[src/rtl/dac_sched.sv]
// Round-robin scheduler that turns channel-A/B update requests into dac_ctrl transactions.
// Handles the synchronous A+B update as a buffer write followed by an A-with-update write.
module dac_sched #(
    parameter logic [1:0]  RS_CH_A  = 2'b11,
    parameter logic [1:0]  RS_CH_B  = 2'b00,
    parameter logic [1:0]  RS_BUF   = 2'b01,
    parameter logic [1:0]  RS_A_UPD = 2'b10,
    parameter int unsigned TIMEOUT  = 512
) (
    input  logic        clk,
    input  logic        rst_n,
    input  logic        i_req_a,
    input  logic [11:0] i_code_a,
    output logic        o_ack_a,
    input  logic        i_req_b,
    input  logic [11:0] i_code_b,
    output logic        o_ack_b,
    input  logic        i_sync,
    input  logic        i_spd,
    input  logic        i_pwr,
    output logic        o_DAC_en,
    output logic [11:0] o_DAC_Code,
    output logic [1:0]  o_DAC_RS,
    output logic        o_DAC_SPD,
    output logic        o_DAC_PWR,
    input  logic        i_DAC_Done,
    output logic        o_busy,
    output logic        o_timeout
);

    localparam int unsigned TW = (TIMEOUT > 2) ? $clog2(TIMEOUT) : 1;

    typedef enum logic [2:0] {
        IDLE    = 3'd0,
        LAUNCH  = 3'd1,
        WAIT    = 3'd2,
        LAUNCH2 = 3'd3,
        WAIT2   = 3'd4,
        ACK     = 3'd5
    } state_e;

    state_e         state_q;
    logic [TW-1:0]  timer_q;
    logic           rr_b_q;
    logic           flip_q;
    logic           sync_q;
    logic           tgt_a_q;
    logic           tgt_b_q;
    logic [11:0]    code_a_q;
    logic           en_q;
    logic [11:0]    code_q;
    logic [1:0]     rs_q;
    logic           spd_q;
    logic           pwr_q;
    logic           ack_a_q;
    logic           ack_b_q;
    logic           busy_q;
    logic           timeout_q;

    logic want_sync_c;
    logic pick_a_c;
    logic pick_b_c;
    logic contend_c;
    logic expired_c;

    // Arbitration decode; only acted upon in IDLE
    always_comb begin
        want_sync_c = i_req_a & i_req_b & i_sync;
        contend_c   = i_req_a & i_req_b & ~i_sync;
        pick_a_c    = i_req_a & (~i_req_b | (contend_c & ~rr_b_q));
        pick_b_c    = i_req_b & (~i_req_a | (contend_c &  rr_b_q));
        expired_c   = (timer_q == TW'(TIMEOUT - 1));
    end

    always_ff @(posedge clk or negedge rst_n) begin
        if (!rst_n) begin
            state_q   <= IDLE;
            timer_q   <= '0;
            rr_b_q    <= 1'b0;
            flip_q    <= 1'b0;
            sync_q    <= 1'b0;
            tgt_a_q   <= 1'b0;
            tgt_b_q   <= 1'b0;
            code_a_q  <= '0;
            en_q      <= 1'b0;
            code_q    <= '0;
            rs_q      <= '0;
            spd_q     <= 1'b0;
            pwr_q     <= 1'b0;
            ack_a_q   <= 1'b0;
            ack_b_q   <= 1'b0;
            busy_q    <= 1'b0;
            timeout_q <= 1'b0;
        end else begin
            en_q      <= 1'b0;
            ack_a_q   <= 1'b0;
            ack_b_q   <= 1'b0;
            timeout_q <= 1'b0;
            case (state_q)
                IDLE: begin
                    if (want_sync_c || pick_a_c || pick_b_c) begin
                        state_q  <= LAUNCH;
                        en_q     <= 1'b1;
                        busy_q   <= 1'b1;
                        spd_q    <= i_spd;
                        pwr_q    <= i_pwr;
                        sync_q   <= want_sync_c;
                        flip_q   <= contend_c;
                        tgt_a_q  <= pick_a_c | want_sync_c;
                        tgt_b_q  <= pick_b_c | want_sync_c;
                        code_a_q <= i_code_a;
                        code_q   <= pick_a_c ? i_code_a : i_code_b;
                        rs_q     <= want_sync_c ? RS_BUF : (pick_a_c ? RS_CH_A : RS_CH_B);
                    end
                end
                LAUNCH, LAUNCH2: begin
                    state_q <= (state_q == LAUNCH) ? WAIT : WAIT2;
                    timer_q <= '0;
                end
                WAIT, WAIT2: begin
                    // Done wins over an expiring timer in the same cycle
                    if (i_DAC_Done) begin
                        if (state_q == WAIT && sync_q) begin
                            state_q <= LAUNCH2;
                            en_q    <= 1'b1;
                            rs_q    <= RS_A_UPD;
                            code_q  <= code_a_q;
                        end else begin
                            state_q <= ACK;
                            ack_a_q <= tgt_a_q;
                            ack_b_q <= tgt_b_q;
                        end
                    end else if (expired_c) begin
                        state_q   <= IDLE;
                        busy_q    <= 1'b0;
                        timeout_q <= 1'b1;
                    end else begin
                        timer_q <= timer_q + TW'(1);
                    end
                end
                ACK: begin
                    // Pointer moves only once a contended grant has completed
                    state_q <= IDLE;
                    busy_q  <= 1'b0;
                    if (flip_q) begin
                        rr_b_q <= ~rr_b_q;
                    end
                end
                default: begin
                    state_q <= IDLE;
                    busy_q  <= 1'b0;
                end
            endcase
        end
    end

    assign o_ack_a    = ack_a_q;
    assign o_ack_b    = ack_b_q;
    assign o_DAC_en   = en_q;
    assign o_DAC_Code = code_q;
    assign o_DAC_RS   = rs_q;
    assign o_DAC_SPD  = spd_q;
    assign o_DAC_PWR  = pwr_q;
    assign o_busy     = busy_q;
    assign o_timeout  = timeout_q;

endmodule

[config.mk]
export PLATFORM = sky130hd
export DESIGN_NAME = dac_sched
export DESIGN_NICKNAME = d
export VERILOG_FILES = /design/src/rtl/dac_sched.sv
export SDC_FILE = /design/constraint.sdc
export NUM_CORES = 1
export LEC_CHECK = 0
export BUFFER_PORTS_ARGS = -buffer_cell sky130_fd_sc_hd__buf_2
export CAP_MARGIN = 15
export CORE_UTILIZATION = 55
export CTS_BUF_LIST = sky130_fd_sc_hd__clkbuf_8
export DETAILED_ROUTE_END_ITERATION = 10
export HOLD_SLACK_MARGIN = 0.12
export PLACE_DENSITY = 0.81
export SETUP_SLACK_MARGIN = 0.3
export SYNTH_ARGS = -nofsm -noshare
export SYNTH_HDL_FRONTEND = slang
export SYNTH_SLANG_ARGS = --single-unit
[constraint.sdc]
create_clock -name clk -period 4.8 [get_ports clk]
set_clock_uncertainty 0.05 [all_clocks]
set_input_delay 0.72 -clock clk [delete_from_list [all_inputs] [get_ports clk]]
set_output_delay 0.72 -clock clk [all_outputs]
set_load 0.05 [all_outputs]
==> parameters.txt, run 1 <==
Parameter                              Value

Run status
  Run status    finished clean

Routing
  Post-Route WL    around 5.1 mm
  Final ANT Viol Nets    0
  Number of iterations in the first detailed-routing pass    5
  DRC viols    0
  Via density per instance    5.648
  Average wire length per cell after detail routing    around 14 um
  Initial detailed-routing violation count    149
  Vias post-DR    2,005

Timing
  Unrepaired setup endpoints after global routing    no
  Tightest slew margin relative to the limit    22.29%
  Highest clock frequency the design can meet    between 400 and 500 MHz
  Tightest Pin Transition    1.166 ns
  Number of pins with negative max-slew slack in the final report    0
  Count of endpoints failing setup in the final report    0
  Post-route setup TNS    0 ns
  Final worst path period share    between 50% and 60%
  Final Hold Viols    0
  Final min period    around 2.4 ns

Pwr
  VDD IR max    412.2 uV
  Power density relative to cell area    653.9 nW/um^2
  Power after layout    approximately 1.8 mW
  Leakage power summed over all cells    1.423 nW

Layout
  Register area    1251 sq um
  Area growth from synthesis to layout    15.56%
  Number of fill cells    329
  Area of combinational cells with multiple inputs    approximately 1000 sq um
  Count of placed standard cells in the final layout, fillers left out    355
  Layout cell share with drive strength beyond 1    a little over a fifth
  Number of antenna repair diodes    0
  Total Nets Final    339

Job
  MaxCap Viol Count    0

Global route
  Number of global-route vias before repair    1,784
  Wire length of the first global-routing pass    slightly below 8 mm
  Antenna violations before repair    0
  Overall Global Routing Usage    between 20% and 30%
  Pin count of the biggest net entering global routing    51
  Sum of overflow across all layers after global routing    0

Critical path
  Capture point of the worst reg-to-reg path    o_DAC_Code[8]
  Critical path data arrival time    2.56 ns
  Critical path startpoint category    input port
  Critical Path End Type    register
  Number of cell instances on the worst register-to-register path    4
  End point of the critical path    o_DAC_RS[0]
  Required time at the endpoint of the critical path    4.94 ns
  RR Startpoint    state_q[2]
  Crit path launch    i_req_a
  Type of the setup path with the least slack    input port to register
  Critical path fanouts, max    27
  Setup slack on the worst flop-to-flop path    2.51 ns

Yosys
  Warnings, synthesis    0
  Flip-flop cell with the highest count after synthesis    sky130_fd_sc_hd__dfrtp_1
  Number of standard cells after synthesis    about 260
  Cell area after technology mapping    2356 sq um
  Total nets after synthesis    292
  Part of the Yosys area used for sequential elements    53.11%
  Yosys reg bits    50
  Number of library cell types mapped by synthesis    32
  Syn_area_per_cell    9.132 sq um
  Share of synthesized registers carrying an async set or reset    100.0%
  Count of flip-flops with a built-in enable after synthesis    0

Floorplanning
  Floorplan die area    4550 sq um
  Area of the core    4058 sq um
  Number of rows in the core area    23
  Boundary Pins    53
  Starting Density    between 50% and 60%
  Die outline width    between 60 and 70 um
  Die span in y    a little under 70 um

Clock network
  Clock root buffer    sky130_fd_sc_hd__clkbuf_8
  Post-CTS sizing    0
  Clk buf depth    2
  Register clock-pin slew on the reported worst setup and hold paths    around 0.080 ns
  TritonCTS clock tree    built
  CTS Sinks    50
  Hold buffer count at cts    0
  H-tree lvl count    2
  Post-CTS setup buffer count    0
  CTS buffer count    5
  Clock latency on the worst-skew pair    ~0.30 ns

Placement
  Number of placed cells counting well taps    347
  Placer congestion estimate    just under 0.8
  Detailed Place HPWL    3.437 mm
  Port bufs    52

Hold path
  Classification of the worst-slack hold path    input port to asynchronous set/reset pin
-- cell families after synthesis --
| logic type | synth area share (%) |
|---|---|
| flip-flops | 53.11 |
| multiplexers | 0.8497 |
| AND/OR/NAND/NOR | 25.92 |
| AO/OA/AOI/OAI | 14.98 |
| buffers and inverters | 3.027 |
| adder cells (fa/ha/maj) | 1.062 |
| XOR/XNOR | 1.062 |
-- worst min-delay path by stage --
| stage | startpoint | to | slack (ns) | depth (start not counted) |
|---|---|---|---|---|
| floorplan | rst_n | code_a_q[0] | 0.37 | 0 |
| global placement | tgt_b_q | tgt_b_q | 0.40 | 2 |
| detailed placement | code_a_q[3] | code_a_q[3] | 0.41 | 2 |
| CTS | code_a_q[4] | code_a_q[4] | 0.44 | 2 |
| global route | rst_n | timer_q[3] | 0.30 | 1 |
| finish | rst_n | timer_q[0] | 0.29 | 1 |
-- flip-flops by register name (all words and copies together), names as in the netlist, 2 cells and up --
signal / cells
code_a_q: 12
o_DAC_Code: 12
o_DAC_RS: 2
state_q: 3
timer_q: 9
-- layout make-up --
type | instances | share of cell area [%]
timing repair buffer | 54 | 10.57
inverter | 3 | 0.4136
tap | 50 | 2.298
multi-input combinational | 191 | 37.96
clock buffer | 5 | 2.528
sequential | 50 | 45.96
clock inverter | 2 | 0.2757
-- placed cells by master (no fill, tap or decap), drive strengths merged, types with 2 or more instances in the layout --
cell    netlist  routed
a21oi         9       9
nand3         9       9
o31ai        16      16
nor2b         3       3
ha            2       2
clkbuf       10       5
or2           2       2
dfrtp        50      50
nor2         18      18
or4           3       3
a21o          2       2
a211oi       12      12
o21ai         7       7
nand2b        5       5
nand2        72      72
inv           3       5
and3         16      16
mux2i         2       2
nor3          2       2
nand4         2       2
buf           4      54
-- Yosys cell counts (all sizes together) (2+ instances only) --
| master | number | share of area, % |
|---|---|---|
| or4 | 3 | 0.96 |
| o21ai | 7 | 1.5 |
| nor2b | 3 | 0.80 |
| nand2 | 72 | 11 |
| buf | 4 | 0.96 |
| a21oi | 9 | 1.9 |
| dfrtp | 50 | 53 |
| mux2i | 2 | 0.85 |
| clkbuf | 10 | 1.6 |
| a211oi | 12 | 3.8 |
| a21o | 2 | 0.64 |
| nand4 | 2 | 0.53 |
| nor2 | 18 | 2.9 |
| ha | 2 | 1.1 |
| nand3 | 9 | 1.9 |
| o31ai | 16 | 5.1 |
| nand2b | 5 | 1.3 |
| and3 | 16 | 4.2 |
| inv | 3 | 0.48 |
| or2 | 2 | 0.53 |
| nor3 | 2 | 0.64 |
-- power breakdown --
group	leakage, nW	switching, mW	internal [mW]
clock network	0.0466	0.126	0.0963
registers	0.636	0.114	0.584
logic	0.740	0.621	0.239
-- critical path, stage by stage --
cell,delay [ns]
sky130_fd_sc_hd__buf_2,0.19
sky130_fd_sc_hd__or2_2,0.35
sky130_fd_sc_hd__a32oi_2,0.90
sky130_fd_sc_hd__nor3_1,0.19
sky130_fd_sc_hd__a21o_1,0.21
-- metal layers --
metal  GRT usage (%)  vias to the layer above  part of all wire (%)
li1                -                      980                     -
met1           31.27                      958                    46
met5               0                        -                     0
met3           6.588                       10                   4.9
met4           11.17                        0                   1.7
met2           37.25                       57                    48
-- through the flow --
stage / hold WS, ns / worst slack (ns) / utilization, % / instance area, sq um
2_1_floorplan: 0.3744 / 2.838 / - / 2356
6_report: 0.2858 / 2.381 / 67.10 / 2723
3_5_place_dp: 0.4133 / 2.069 / 64.72 / 2626
4_1_cts: 0.4351 / 2.387 / 66.61 / 2703
5_1_grt: 0.3035 / 2.259 / 67.10 / 2723
3_3_place_gp: 0.4042 / 2.130 / 64.72 / 2626
(Power assumes the default switching activity.)
==> run 2, diff against run 1 <==
- CORE_UTILIZATION: 55 -> 50
- PLACE_DENSITY: 0.81 -> 0.78
- clock period: 4.8 -> 2.05 ns (I/O delays scaled with it)
==> run 2 against run 1 <==
Register-to-register slack got worse by 2.3 ns; clock power increased to 2.7 times the previous value; global-route usage increased by 0.34 points; final cell count increased by 6.2%; the flow now finishes with violations (design-rule violations); die area increased by 9.7%; power increased to 2.5 times the previous value; critical path depth increased by 3; sequential cell count unchanged; first-iteration DRC count increased by 25%; utilization decreased by 1.3 points; sequential power increased by 130%; critical endpoint is now timer_q[7]; highest routed layer unchanged; sequential share of layout area decreased by 3.1 points.
==> parameters.txt, run 2 (synthesis results as in run 1) <==
Parameter                              Value

Pwr
  Power density relative to cell area    1528 nW/um^2
  Leakage power summed over all cells    1.514 nW
  Power after layout    4.465 mW
  VDD IR max    944.9 uV

Hold path
  Cell count of the worst hold path    3
  Endpoint with the worst hold slack    o_DAC_PWR
  Hold Crit Start    i_pwr
  Classification of the worst-slack hold path    input port to register

Routing
  Initial detailed-routing violation count    186
  Number of iterations in the first detailed-routing pass    7
  Post-Route WL    about 5.8 mm
  Via density per instance    5.708
  Final ANT Viol Nets    0
  Average wire length per cell after detail routing    15.47 um
  Vias post-DR    2,152
  DRC viols    4

Clock network
  Clock latency on the worst-skew pair    0.31 ns
  Clock root buffer    sky130_fd_sc_hd__clkbuf_8
  Register clock-pin slew on the reported worst setup and hold paths    0.09 ns
  H-tree lvl count    2
  CTS Sinks    50
  TritonCTS clock tree    built
  CTS buffer count    5
  Clk buf depth    2

Floorplanning
  Boundary Pins    53
  Floorplan die area    4991 sq um
  Die span in y    70.65 um
  Die outline width    70.65 um
  Number of rows in the core area    24
  Starting Density    a little over half
  Area of the core    around 4400 sq um

Critical path
  Critical path fanouts, max    7
  Required time at the endpoint of the critical path    roughly 2.2 ns
  Critical path startpoint category    register
  Capture point of the worst reg-to-reg path    timer_q[7]
  Critical Path End Type    register
  Number of cell instances on the worst register-to-register path    8
  Critical path data arrival time    2.02 ns
  RR Startpoint    timer_q[1]
  Setup slack on the worst flop-to-flop path    0.22 ns
  Type of the setup path with the least slack    register to register

Timing
  Final Hold Slack    0.1362 ns
  Final worst path period share    89.45%
  Count of endpoints failing setup in the final report    0
  Tightest slew margin relative to the limit    61.03%
  Tightest Pin Transition    0.5845 ns
  Final Hold Viols    0
  Highest clock frequency the design can meet    545.3 MHz
  Final min period    between 1.5 and 2 ns
  Post-route setup TNS    0 ns
  Unrepaired setup endpoints after global routing    yes
  Number of pins with negative max-slew slack in the final report    0

Layout
  Final instance area    ~2900 sq um
  Area growth from synthesis to layout    24.06%
  Total Nets Final    358
  Number of antenna repair diodes    0
  Util after Layout    around two thirds
  Layout cell share with drive strength beyond 1    between 20 and 30%
  Most common cell after layout, fill and taps aside    sky130_fd_sc_hd__nand2_1
  Most used cells in the layout excluding fill and tap cells    sky130_fd_sc_hd__nand2_1, sky130_fd_sc_hd__buf_2, sky130_fd_sc_hd__dfrtp_1, sky130_fd_sc_hd__buf_4

Placement
  Detailed Place HPWL    3.848 mm
  Post-DP Area    2714 sq um
  Port bufs    52
  Placer congestion estimate    0.8159

Job
  MaxCap Viol Count    0

Run status
  Run status    complete, but fails checks
  Failing checks    design-rule violations

Global route
  Number of global-route vias before repair    about 2,000
  Antenna violations before repair    0
  Wire length of the first global-routing pass    between 9 and 10 mm
  Sum of overflow across all layers after global routing    0
  Overall Global Routing Usage    ~24%
  Pin count of the biggest net entering global routing    27
## run 2: report_power, final
part / switching (mW) / internal, mW
Sequential: 0.251 / 1.37
Clock: 0.328 / 0.268
Combinational: 1.55 / 0.701
Total: 2.13 / 2.34
## run 2: cell type report
class / instances / area, sq um
Clock buffer: 6 / 82.58
Clock inverter: 2 / 8.758
Fill cell: 368 / 1521
Inverter: 3 / 11.26
Multi-Input combinational cell: 191 / 1084
Sequential cell: 50 / 1251
Tap cell: 52 / 65.06
Timing Repair Buffer: 73 / 420.4
## run 2: what timing repair did
| action | 4_1_cts | 5_1_grt |
|---|---|---|
| endpoints found under the setup margin | 8 | 29 |
| gates resized for setup | 4 | 6 |
| setup buffers | 6 | 3 |
| endpoints found under the hold margin | 24 | 0 |
| hold buffers | 1 | 0 |
| pin swaps | 2 | 2 |
## run 2: per-layer routing
metal  vias to the layer above  wire (um)  global-route usage [%]
met5                         -          0                       0
met4                         0         78                   8.444
met2                        74       3015                   42.07
li1                       1029          -                       -
met1                      1040       2448                   30.54
met3                         9        291                   5.413
## run 2: through the flow
step	instances	setup slack, ns
4_1_cts	374	0.2258
6_report	377	0.2162
2_1_floorplan	258	0.1664
5_1_grt	377	0.1439
3_3_place_gp	359	0.1492
3_5_place_dp	359	0.08685
## run 2: worst max-delay path: stages, from the launching register on
cell                      delay [ns]
sky130_fd_sc_hd__dfrtp_1        0.41
sky130_fd_sc_hd__ha_2           0.19
sky130_fd_sc_hd__nand3_2        0.06
sky130_fd_sc_hd__nor2_2         0.04
sky130_fd_sc_hd__ha_4           0.17
sky130_fd_sc_hd__nor2_4         0.12
sky130_fd_sc_hd__nand3_4        0.11
sky130_fd_sc_hd__or4_1          0.48
sky130_fd_sc_hd__a21oi_1        0.13
## run 2: worst max-delay path by stage
stage	from	endpoint	slack (ns)	depth (start not counted)
5_1_grt	timer_q[0]	timer_q[5]	0.14	8
6_report	timer_q[1]	timer_q[7]	0.22	8
4_1_cts	timer_q[0]	timer_q[7]	0.23	8
2_1_floorplan	timer_q[1]	timer_q[7]	0.17	9
3_3_place_gp	timer_q[1]	timer_q[7]	0.15	8
3_5_place_dp	timer_q[1]	timer_q[5]	0.09	8
